<file path="src/rtl/mux_arb_2.sv">
// Two-requester packet arbiter sharing one ready/valid channel.
// Grants are held for a whole packet and alternate round-robin at packet boundaries.
module mux_arb_2 #(
  parameter int DATA_W = 8
) (
  input  logic                  clk,
  input  logic                  rst,
  input  logic [1:0]            in_valid,
  input  logic [2*DATA_W-1:0]   in_data,
  input  logic [1:0]            in_last,
  output logic [1:0]            in_ready,
  output logic                  out_valid,
  output logic [DATA_W-1:0]     out_data,
  output logic                  out_last,
  input  logic                  out_ready,
  output logic                  sel,
  output logic                  busy
);

  typedef enum logic [1:0] {
    IDLE = 2'd0,
    GNT0 = 2'd1,
    GNT1 = 2'd2
  } state_t;

  state_t state, state_nxt;
  logic   last_grant, last_grant_nxt;
  logic   sel_nxt;
  logic   gnt_idx;
  logic   eop_xfer;

  assign gnt_idx  = (state == GNT1);
  assign eop_xfer = in_valid[gnt_idx] && out_ready && in_last[gnt_idx];

  // NOTE: every output of this block gets a default first, so no path leaves a latch behind.
  always_comb begin
    state_nxt      = state;
    last_grant_nxt = last_grant;
    out_valid      = 1'b0;
    in_ready       = 2'b00;
    busy           = 1'b0;
    out_data       = sel ? in_data[DATA_W +: DATA_W] : in_data[0 +: DATA_W];
    out_last       = in_last[sel];

    case (state)
      IDLE: begin
        case (in_valid)
          2'b01:   state_nxt = GNT0;
          2'b10:   state_nxt = GNT1;
          2'b11:   state_nxt = last_grant ? GNT0 : GNT1;
          default: state_nxt = IDLE;
        endcase
      end
      GNT0, GNT1: begin
        busy              = 1'b1;
        out_valid         = in_valid[gnt_idx];
        in_ready[gnt_idx] = out_ready;
        if (eop_xfer) begin
          last_grant_nxt = gnt_idx;
          // The current requester necessarily had valid high, so it keeps the
          // grant unless the other side is waiting.
          if (in_valid[!gnt_idx])
            state_nxt = gnt_idx ? GNT0 : GNT1;
        end
      end
      default: state_nxt = IDLE;
    endcase
  end

  // sel is registered alongside the state so it is a clean flop output.
  always_comb begin
    case (state_nxt)
      GNT0:    sel_nxt = 1'b0;
      GNT1:    sel_nxt = 1'b1;
      default: sel_nxt = sel;
    endcase
  end

  // NOTE: sequential state uses non-blocking assignments so all flops update together.
  always_ff @(posedge clk) begin
    if (rst) begin
      state      <= IDLE;
      last_grant <= 1'b1;
      sel        <= 1'b0;
    end else begin
      state      <= state_nxt;
      last_grant <= last_grant_nxt;
      sel        <= sel_nxt;
    end
  end

endmodule

</file>
<file path="config.mk">
export PLATFORM = sky130hd
export DESIGN_NAME = mux_arb_2
export DESIGN_NICKNAME = d
export VERILOG_FILES = /design/src/rtl/mux_arb_2.sv
export SDC_FILE = /design/constraint.sdc
export NUM_CORES = 1
export LEC_CHECK = 0
export CORE_MARGIN = 1
export CORE_UTILIZATION = 32
export DETAILED_ROUTE_END_ITERATION = 10
export PLACE_DENSITY = 0.76
export SYNTH_ARGS = -nofsm -noshare
export SYNTH_HDL_FRONTEND = slang
export SYNTH_SLANG_ARGS = --single-unit
</file>
<file path="constraint.sdc">
create_clock -name clk -period 2.72 [get_ports clk]
set_input_delay 0.408 -clock clk [delete_from_list [all_inputs] [get_ports clk]]
set_output_delay 0.408 -clock clk [all_outputs]
set_load 0.01 [all_outputs]
</file>
==> results_dict.tcl <==
set metrics [dict create \
    outcome "finished, final reports clean" \
    placed_cells 104 \
    min_period_ns 2.24 \
    arrival_ns 1.83 \
    clockPowerShare 0.251 \
    synthArstFlopShare 0 \
    rsz0062_at_grt "no" \
    cp.required_ns 2.31 \
    drt_pass1_iterations 4 \
    drive_gt1_frac 0.163 \
    endpoint_kind "output port" \
    cp-endpoint "in_ready[0]" \
    critPathMaxFanout 5 \
    clk_pin_slew_worst_paths_ns 0.04 \
    fill_cells 121 \
    r2r-end "sel$_SDFFE_PP0P_" \
    multi_input_comb_area_um2 385 \
    r2r-start "state[0]$_SDFF_PP0_" \
    fmax_mhz 447 \
    synth_nets 82 \
    crit_path_start "state[1]$_SDFF_PP0_" \
    slew_viol_final 0 \
    worstHoldPathType "flop to flop" \
    gp_congestion 0.791 \
    powerDensity_nw_per_um2 333 \
    ys_warn_count 0 \
    rows 13 \
    setup_tns_ns 0 \
    die_y_um 40.8 \
    synth.distinct_cells 23 \
    slew_headroom 0.686 \
    power_frac_comb 0.507 \
    pin_count 37 \
    ys.flop_type "dfxtp_1" \
    skew_ns 0.00898 \
    cts_hold_buf 0 \
    wl_per_cell_um 12.5 \
    vias 534 \
    swShare 0.293 \
    layout.nets 122 \
    drtAntennaViolNets 0 \
    hold_viol_final 0 \
    route.detailed.drc 0 \
    ff2ff_setup_slack_ns 0.59 \
    holdPathStages 2 \
    core_area_um2 1350 \
    startpoint_type "flop" \
    cts-resized-gates 0 \
    finalWirelength_mm 1.34 \
    cts_buffers 3 \
    cts-htree-levels 1 \
    dpl_cell_area_um2 856 \
    syn_inst 54 \
    overflow 0 \
    maxCapViolCount 0 \
    synth_edf_count 0 \
    clockBufferDepth 2 \
    stdcell_count 107 \
    pwr-share-seq 0.241 \
    cts_root_buf "clkbuf_4" \
    synth_seq_cells 4 \
    die-area_um2 1660 \
    clock-sinks 4 \
    initial_utilization 0.356 \
    place_hpwl_mm 1.08 \
    grt_use_total 0.166 \
    area_growth_pct 82.8 \
    syn_area_per_cell_um2 8.90 \
    drtIter0Drc 10 \
    grt_antenna_before_repair 0 \
    grt_max_degree 12 \
    yosysSeqAreaShare 0.167 \
    final-setup-viol-count 0 \
    first_global_vias 472 \
    final_cell_mix "36 x clkdlybuf4s50_1, 9 x mux2_2, 5 x ha_1" \
    vias_per_cell 4.99 \
    finalPower_mw 0.293 \
    io_buffers 36 \
    ir_worst_vdd_v 0.000218 \
    p_int_mw 0.207 \
    worst_pin_slew_ns 0.470 \
    ff_latch_area_um2 80.1 \
    die_w_um 40.8 \
    syn-cell-area_um2 480 \
    path_class "flop to output port" \
    grt_pass1_wl_mm 1.79 \
    diodes 0 \
    clock_latency_ns 0.24 \
    period_share 0.823 \
    cts_tree "done" \
    r2r_cells 9 \
    final_common_cell "clkdlybuf4s50_1" \
    post_cts_buffers 0 \
    finish.instance_area_um2 878 \
    p_sw_mw 0.0858 \
    leakage_nw 0.346 \
    final_util 0.651 \
]
per-stage QoR:
stage               hold WS, ns  worst slack (ns)
finish                    0.536             0.481
global route              0.609             0.365
CTS                       0.537             0.471
detailed placement        0.522             0.304
global placement          0.527             0.339
floorplan                 0.473             0.653
sequential cells by signal, indices dropped and copies added, names as in the netlist:
signal and count:
sel 1, state 2, last_grant 1
worst min-delay path by stage:
| stage | from | endpoint | slack [ns] |
|---|---|---|---|
| after floorplan | rst | state[0]$_SDFF_PP0_ | 0.47 |
| after global placement | last_grant$_SDFFE_PP1P_ | last_grant$_SDFFE_PP1P_ | 0.53 |
| after detailed placement | last_grant$_SDFFE_PP1P_ | last_grant$_SDFFE_PP1P_ | 0.52 |
| after CTS | last_grant$_SDFFE_PP1P_ | last_grant$_SDFFE_PP1P_ | 0.54 |
| after global routing | last_grant$_SDFFE_PP1P_ | last_grant$_SDFFE_PP1P_ | 0.61 |
| final | last_grant$_SDFFE_PP1P_ | last_grant$_SDFFE_PP1P_ | 0.54 |
cells in the mapped netlist (2+ instances only):
cell,n,area [um^2]
and2_1,2,12.5
dfxtp_1,4,80.1
ha_1,5,62.6
inv_1,3,11.3
mux2_2,9,101
mux2i_1,3,30.0
nand2_1,4,15.0
nand2b_1,2,12.5
nor2_1,4,15.0
nor2b_1,3,18.8
nor3_1,2,10.0
o22ai_1,2,12.5
power by group through the flow:
stage | clock network (mW) | logic [mW] | registers, mW
after floorplan | 0 | 0.0719 | 0.0676
after global placement | 0 | 0.147 | 0.0713
after detailed placement | 0 | 0.149 | 0.0713
after CTS | 0.0786 | 0.149 | 0.0706
after global routing | 0.0802 | 0.162 | 0.0715
final | 0.0735 | 0.149 | 0.0707
critical path, cell delays in order, from the launching register on:
cell             delay, ns
dfxtp_1               0.39
inv_1                 0.06
ha_1                  0.36
nand2_1               0.14
nor2_1                0.10
clkdlybuf4s50_1       0.54
routing by layer:
metal / up-vias / global-route usage / routed length, um
li1: 274 / - / -
met1: 230 / 0.194 / 572
met2: 28 / 0.278 / 625
met3: 2 / 0 / 124
met4: 0 / 0.150 / 19
met5: - / 0 / 0
area by class of cell:
class                   instances  share of cell area
repair buffers                 36               0.410
clock buffers                   3              0.0256
multi-input cells              46               0.439
flip-flops and latches          4              0.0912
well taps                      15              0.0214
inverters                       3              0.0128
kinds of logic (layout without fill, tap and decap cells):
kind of cell	count (synthesis)	in the layout	share of synthesized area
buf+inv	4	42	0.0312
fa+ha+maj	5	5	0.130
mux	12	12	0.273
flops	4	4	0.167
compound gates	10	10	0.172
simple gates	19	19	0.227
(Power assumes the default switching activity.)
